<file path="src/rtl/md5_msg_sched_if.sv">
// md5_msg_sched_if: loader write port and round-ordered replay port of the MD5 message scheduler
interface md5_msg_sched_if #(
   parameter int WIDTH = 32
);
   logic             wr_en;
   logic [3:0]       wr_addr;
   logic [WIDTH-1:0] wr_data;
   logic             wr_commit;
   logic             wr_ready;
   logic             rd_en;
   logic [WIDTH-1:0] o_word;
   logic [5:0]       o_idx;
   logic             o_valid;
   logic             o_first;
   logic             o_last;
   logic             blk_done;

   modport master (
      output wr_en, wr_addr, wr_data, wr_commit, rd_en,
      input  wr_ready, o_word, o_idx, o_valid, o_first, o_last, blk_done
   );

   modport slave (
      input  wr_en, wr_addr, wr_data, wr_commit, rd_en,
      output wr_ready, o_word, o_idx, o_valid, o_first, o_last, blk_done
   );
endinterface

</file>
<file path="src/rtl/md5_msg_sched.sv">
// md5_msg_sched: double-buffered 16-word block store replaying 64 words in MD5 round order
module md5_msg_sched #(
   parameter int WIDTH    = 32,
   parameter bit SCHED_EN = 1'b1
) (
   input logic             CLK,
   input logic             rst_n,
   md5_msg_sched_if.slave  bus
);
   typedef enum logic {IDLE, RUN} state_t;

   state_t           state_q, state_d;
   logic [WIDTH-1:0] mem [2][16];
   logic [1:0]       full_q, full_d;
   logic             wr_bank_q, wr_bank_d;
   logic             rd_bank_q, rd_bank_d;
   logic [WIDTH-1:0] word_q, word_d;
   logic [5:0]       idx_q, idx_d;
   logic             done_q, done_d;
   logic             wr_ok;
   logic             load;
   logic             rd_sel;
   logic [5:0]       step;
   logic [WIDTH-1:0] rd_word;

   // word index for step i; only the low 4 bits of i matter since everything wraps mod 16
   function automatic logic [3:0] g_idx(input logic [5:0] i);
      if (!SCHED_EN) return i[3:0];
      case (i[5:4])
         2'd0:    return i[3:0];
         2'd1:    return i[3:0] * 4'd5 + 4'd1;
         2'd2:    return i[3:0] * 4'd3 + 4'd5;
         default: return i[3:0] * 4'd7;
      endcase
   endfunction

   assign wr_ok        = !full_q[wr_bank_q];
   assign bus.wr_ready = wr_ok;
   assign bus.o_word   = word_q;
   assign bus.o_idx    = idx_q;
   assign bus.o_valid  = (state_q == RUN);
   assign bus.o_first  = (state_q == RUN) && (idx_q == 6'd0);
   assign bus.o_last   = (state_q == RUN) && (idx_q == 6'd63);
   assign bus.blk_done = done_q;

   // loader writes land in the bank being filled; a same-cycle commit still takes the word
   always_ff @(posedge CLK) begin
      if (bus.wr_en && wr_ok) mem[wr_bank_q][bus.wr_addr] <= bus.wr_data;
   end

   // bank bookkeeping and replay sequencing; release of the last step can chain straight into the other bank
   always_comb begin
      state_d   = state_q;
      full_d    = full_q;
      wr_bank_d = wr_bank_q;
      rd_bank_d = rd_bank_q;
      word_d    = word_q;
      idx_d     = idx_q;
      done_d    = 1'b0;
      load      = 1'b0;
      rd_sel    = rd_bank_q;
      step      = 6'd0;
      if (bus.wr_commit && wr_ok) begin
         full_d[wr_bank_q] = 1'b1;
         wr_bank_d         = ~wr_bank_q;
      end
      case (state_q)
         IDLE: begin
            if (full_q[rd_bank_q]) begin
               load    = 1'b1;
               state_d = RUN;
            end
         end
         RUN: begin
            if (bus.rd_en) begin
               if (idx_q != 6'd63) begin
                  load = 1'b1;
                  step = idx_q + 6'd1;
               end else begin
                  full_d[rd_bank_q] = 1'b0;
                  done_d            = 1'b1;
                  rd_bank_d         = ~rd_bank_q;
                  rd_sel            = ~rd_bank_q;
                  if (full_q[~rd_bank_q]) load = 1'b1;
                  else state_d = IDLE;
               end
            end
         end
         default: state_d = IDLE;
      endcase
      rd_word = mem[rd_sel][g_idx(step)];
      if (load) begin
         word_d = rd_word;
         idx_d  = step;
      end
   end

   // all control state clears asynchronously; RAM contents are left as they are
   always_ff @(posedge CLK or negedge rst_n) begin
      if (!rst_n) begin
         state_q   <= IDLE;
         full_q    <= 2'b00;
         wr_bank_q <= 1'b0;
         rd_bank_q <= 1'b0;
         word_q    <= '0;
         idx_q     <= 6'd0;
         done_q    <= 1'b0;
      end else begin
         state_q   <= state_d;
         full_q    <= full_d;
         wr_bank_q <= wr_bank_d;
         rd_bank_q <= rd_bank_d;
         word_q    <= word_d;
         idx_q     <= idx_d;
         done_q    <= done_d;
      end
   end
endmodule

</file>
<file path="src/flat_wrapper.sv">
// flat-port wrapper written by rule: the top's interface ports become plain ports
module md5_msg_sched_flat 
#(
   parameter int WIDTH    = 32,
   parameter bit SCHED_EN = 1'b1
)
  (CLK, rst_n, bus_wr_en, bus_wr_addr, bus_wr_data, bus_wr_commit, bus_rd_en, bus_wr_ready, bus_o_word, bus_o_idx, bus_o_valid, bus_o_first, bus_o_last, bus_blk_done);
  md5_msg_sched_if #(.WIDTH(WIDTH)) bus_i ();
  input logic CLK;
  input logic rst_n;
  input wire logic [$bits(bus_i.wr_en)-1:0] bus_wr_en;
  input wire logic [$bits(bus_i.wr_addr)-1:0] bus_wr_addr;
  input wire logic [$bits(bus_i.wr_data)-1:0] bus_wr_data;
  input wire logic [$bits(bus_i.wr_commit)-1:0] bus_wr_commit;
  input wire logic [$bits(bus_i.rd_en)-1:0] bus_rd_en;
  output wire logic [$bits(bus_i.wr_ready)-1:0] bus_wr_ready;
  output wire logic [$bits(bus_i.o_word)-1:0] bus_o_word;
  output wire logic [$bits(bus_i.o_idx)-1:0] bus_o_idx;
  output wire logic [$bits(bus_i.o_valid)-1:0] bus_o_valid;
  output wire logic [$bits(bus_i.o_first)-1:0] bus_o_first;
  output wire logic [$bits(bus_i.o_last)-1:0] bus_o_last;
  output wire logic [$bits(bus_i.blk_done)-1:0] bus_blk_done;
  assign bus_i.wr_en = bus_wr_en;
  assign bus_i.wr_addr = bus_wr_addr;
  assign bus_i.wr_data = bus_wr_data;
  assign bus_i.wr_commit = bus_wr_commit;
  assign bus_i.rd_en = bus_rd_en;
  assign bus_wr_ready = bus_i.wr_ready;
  assign bus_o_word = bus_i.o_word;
  assign bus_o_idx = bus_i.o_idx;
  assign bus_o_valid = bus_i.o_valid;
  assign bus_o_first = bus_i.o_first;
  assign bus_o_last = bus_i.o_last;
  assign bus_blk_done = bus_i.blk_done;
  md5_msg_sched #(.WIDTH(WIDTH), .SCHED_EN(SCHED_EN)) u_core (.CLK(CLK), .rst_n(rst_n), .bus(bus_i));
endmodule
</file>
<file path="config.mk">
export PLATFORM = sky130hd
export DESIGN_NAME = md5_msg_sched_flat
export DESIGN_NICKNAME = d
export VERILOG_FILES = /design/src/rtl/md5_msg_sched_if.sv /design/src/rtl/md5_msg_sched.sv /design/src/flat_wrapper.sv
export SDC_FILE = /design/constraint.sdc
export NUM_CORES = 1
export LEC_CHECK = 0
export BUFFER_PORTS_ARGS = -buffer_cell sky130_fd_sc_hd__buf_4
export CAP_MARGIN = 0
export CORE_ASPECT_RATIO = 0.75
export CORE_MARGIN = 5
export CORE_UTILIZATION = 28
export DETAILED_ROUTE_END_ITERATION = 10
export GPL_ROUTABILITY_DRIVEN = 0
export GPL_TIMING_DRIVEN = 0
export SYNTH_ARGS = -nofsm -noshare
export SYNTH_HDL_FRONTEND = slang
export SYNTH_SLANG_ARGS = --single-unit
</file>
<file path="constraint.sdc">
create_clock -name CLK -period 7.9 [get_ports CLK]
set_input_delay 0.395 -clock CLK [delete_from_list [all_inputs] [get_ports CLK]]
set_output_delay 0.395 -clock CLK [all_outputs]
set_load 0.02 [all_outputs]
</file>
==> impl_metrics.json <==
{
  "status": "completed",
  "portBuffers": 83,
  "slowest_delay_ns": 1.17,
  "cap_violations": 0,
  "max_freq_mhz": 173,
  "dr_wl_met2_um": 52600,
  "syn-cell-area_sq_mm": 0.0414,
  "p_per_area_mw_per_mm2": 304,
  "wl_per_cell_um": 25.4,
  "dieArea_sq_mm": 0.156,
  "h-tree-depth": 3,
  "nets": 2598,
  "synth_compound_area_share_pct": 3.98,
  "synth_fp_nets": 2373,
  "synthFlopType": "edfxtp_1",
  "clockBufferDepth": 3,
  "grt_use_total_pct": 14.9,
  "met1Wirelength_um": 50900,
  "dpl.cell_count": 4424,
  "tightestPinTransition_ns": 1.41,
  "drc": 0,
  "finalNonFillerCells": 4621,
  "cts_tree": "yes",
  "async_flop_share_pct": 4.12,
  "met3_length_um": 11500,
  "path_clk_slew_ns": 0.06,
  "min_period_ns": 5.77,
  "startpoint_type": "flip-flop",
  "crit_path_end": "u_core.bus.o_word[13]",
  "gr-total-overflow": 0,
  "drv_slew": 0,
  "leakagePower_uw": 0.0156,
  "ys_types": 59,
  "crit_type": "flip-flop to flip-flop",
  "rsz0062_at_grt": "no",
  "top_layer_used": "met5",
  "r2r_start": "u_core.bus.o_idx[0]",
  "wl_um": 117000,
  "worst_ep_required_time_ns": 8.54,
  "core_area_sq_mm": 0.147,
  "critical_path.max_fanout": 10,
  "synth_cells": 2322,
  "fin_crit_sh_pct": 73.1,
  "fp.dieW_um": 454,
  "r2r-end": "u_core.bus.o_word[13]",
  "final_antenna_net_count": 0,
  "worstPathCellList": "ha_1, and3_1, buf_6, a21oi_4, nand2_1, ha_1, fa_1, xnor2_1, xnor2_1, nor4_1, o31ai_4, nand2b_1, clkbuf_1, nor2_1, buf_2, a22oi_1, nand3_1",
  "netlist_top_cells_area": "edfxtp_1 (74%), mux4_2 (9.2%), nand2_1 (3.5%), dfrtp_1 (2.7%), nand3_1 (2.0%)",
  "slowest_stage": "nor2_1",
  "viasPerCell": 4.97,
  "layout-drive-gt1-share_pct": 21.4,
  "synthSimpleGateAreaFrac_pct": 7.03,
  "synth_common_cells": "edfxtp_1 (1024), nand2_1 (385), mux4_2 (169), nand3_1 (166), nor2_1 (65)",
  "ys_warn_count": 0,
  "via_count": 23000,
  "synth_top_cell_by_area": "edfxtp_1",
  "yosysMostFrequentCell": "edfxtp_1",
  "area.sequential_sq_mm": 0.0319,
  "grt_pass1_vias": 22500,
  "drt_first_iter_violations": 3147,
  "cts_resized": 0,
  "setup_viol": 0,
  "syn2layout_area_growth_pct": 18.3,
  "grt_pass1_wl_um": 168000,
  "synth_top_cell_area_share_pct": 74.3,
  "synth_xor_area_share_pct": 0.420,
  "hp-class": "input pin to flip-flop",
  "irDropWorstVdd_v": 0.000207,
  "clock-sinks": 1068,
  "synthMuxAreaShare_pct": 9.57,
  "tns_ns": 0,
  "cts_root_buffer": "clkbuf_16",
  "reg2reg_depth": 17,
  "die_height_um": 343,
  "synth_top_family_by_area": "multiplexers",
  "fp-row-count": 122,
  "arrival_ns": 6.41,
  "clock_latency_ns": 0.73,
  "skew_ns": 0.0459,
  "synth_edf_count": 1024,
  "ios": 84,
  "antenna_found_initial": 5,
  "grt_max_degree": 45,
  "synthAdderAreaFrac_pct": 0.339,
  "hpwl_um": 78900,
  "seq_area_frac_synth_pct": 77.0,
  "multi_input_area_sq_mm": 0.00907,
  "cp.depth": 17,
  "finalHoldViolCount": 0,
  "ys_ff_latch": 1068,
  "endpoint_kind": "flip-flop",
  "slew_headroom_pct": 5.61,
  "r2r_slack_ns": 2.13,
  "nFillCells": 14100,
  "numCtsBuffers": 102,
  "crit_start": "u_core.bus.o_idx[0]",
  "start_util_pct": 28.1,
  "syn_area_per_cell_sq_um": 17.8,
  "critical_path_buf_inv_count": 3,
  "critPathTopFamily": "simple AND/OR/NAND/NOR gates",
  "dr.pass1.iters": 6
}
## final cells by class
class | instances | share of cell area [%]
Multi-Input combinational cell | 1108 | 18.5
Buffer | 132 | 1.32
Sequential cell | 1068 | 65.0
Timing Repair Buffer | 121 | 2.91
Clock buffer | 143 | 5.92
Clock inverter | 49 | 1.09
Antenna cell | 2 | 0.0102
Inverter | 14 | 0.112
Tap cell | 1984 | 5.07
## flip-flops by register name (all words and copies together) (netlist names)
name                 cells
u_core.full_q            2
u_core.bus.o_valid       1
u_core.bus.o_word       32
u_core.bus.blk_done      1
u_core.wr_bank_q         1
u_core.bus.o_idx         6
u_core.rd_bank_q         1
u_core.mem            1024
## metrics by stage
step           cell area [sq um]  hold slack [ns]  power [uW]  worst slack [ns]  utilization (%)
6_report                   49000           0.0756       14900              2.13             33.3
5_1_grt                    49000           0.0638       15400              1.88             33.3
4_1_cts                    49000           0.0392       15000              2.17             33.3
3_5_place_dp               45500            0.543       10000              2.19             30.9
3_3_place_gp               44500            0.525        9960              2.05             30.2
2_1_floorplan              41400           0.0994        8570              3.48                -
## metal layers
metal  track usage [%]  up-vias
met5                 0        -
met4              3.09        8
met3              3.39      158
met2              22.5     1166
met1              22.0    12000
li1                  -     9642
## power breakdown
part / switching (uW) / internal (uW)
clock network: 2180 / 2810
logic: 2190 / 1260
registers: 146 / 6300
## what timing repair did
| item | in CTS | in global routing |
|---|---|---|
| endpoints found under the setup margin | 0 | 0 |
| buffers inserted | 0 | 0 |
| hold buffers | 2 | 0 |
| hold endpoints to repair | 47 | 0 |
## cells in the final DEF (no fill, tap or decap), drive strengths merged, types with 18 or more instances in the layout
cell type / n
nand2: 387
mux4: 169
a32oi: 27
dfrtp: 44
a311o: 26
inv: 18
o21ai: 22
nor2: 65
clkinv: 35
buf: 205
edfxtp: 1024
clkbuf: 189
a21oi: 63
nand3: 166
a22oi: 50
## kinds of logic after synthesis
group,after synthesis
xor+xnor,14
flops,1068
compound gates,225
fa+ha+maj,10
simple gates,676
mux,183
buf+inv,146
## how the worst min path moves through the flow
stage	from	endpoint	slack, ns	cells past startpoint
after global placement	u_core.full_q[0]	u_core.wr_bank_q	0.53	1
after floorplan	rst_n	u_core.bus.blk_done	0.1	0
final	bus_wr_data[6]	u_core.mem[1][230]	0.08	1
after global routing	bus_wr_data[6]	u_core.mem[1][230]	0.06	1
after CTS	bus_wr_data[6]	u_core.mem[1][230]	0.04	1
after detailed placement	u_core.full_q[0]	u_core.wr_bank_q	0.54	1
(Power assumes the default switching activity.)
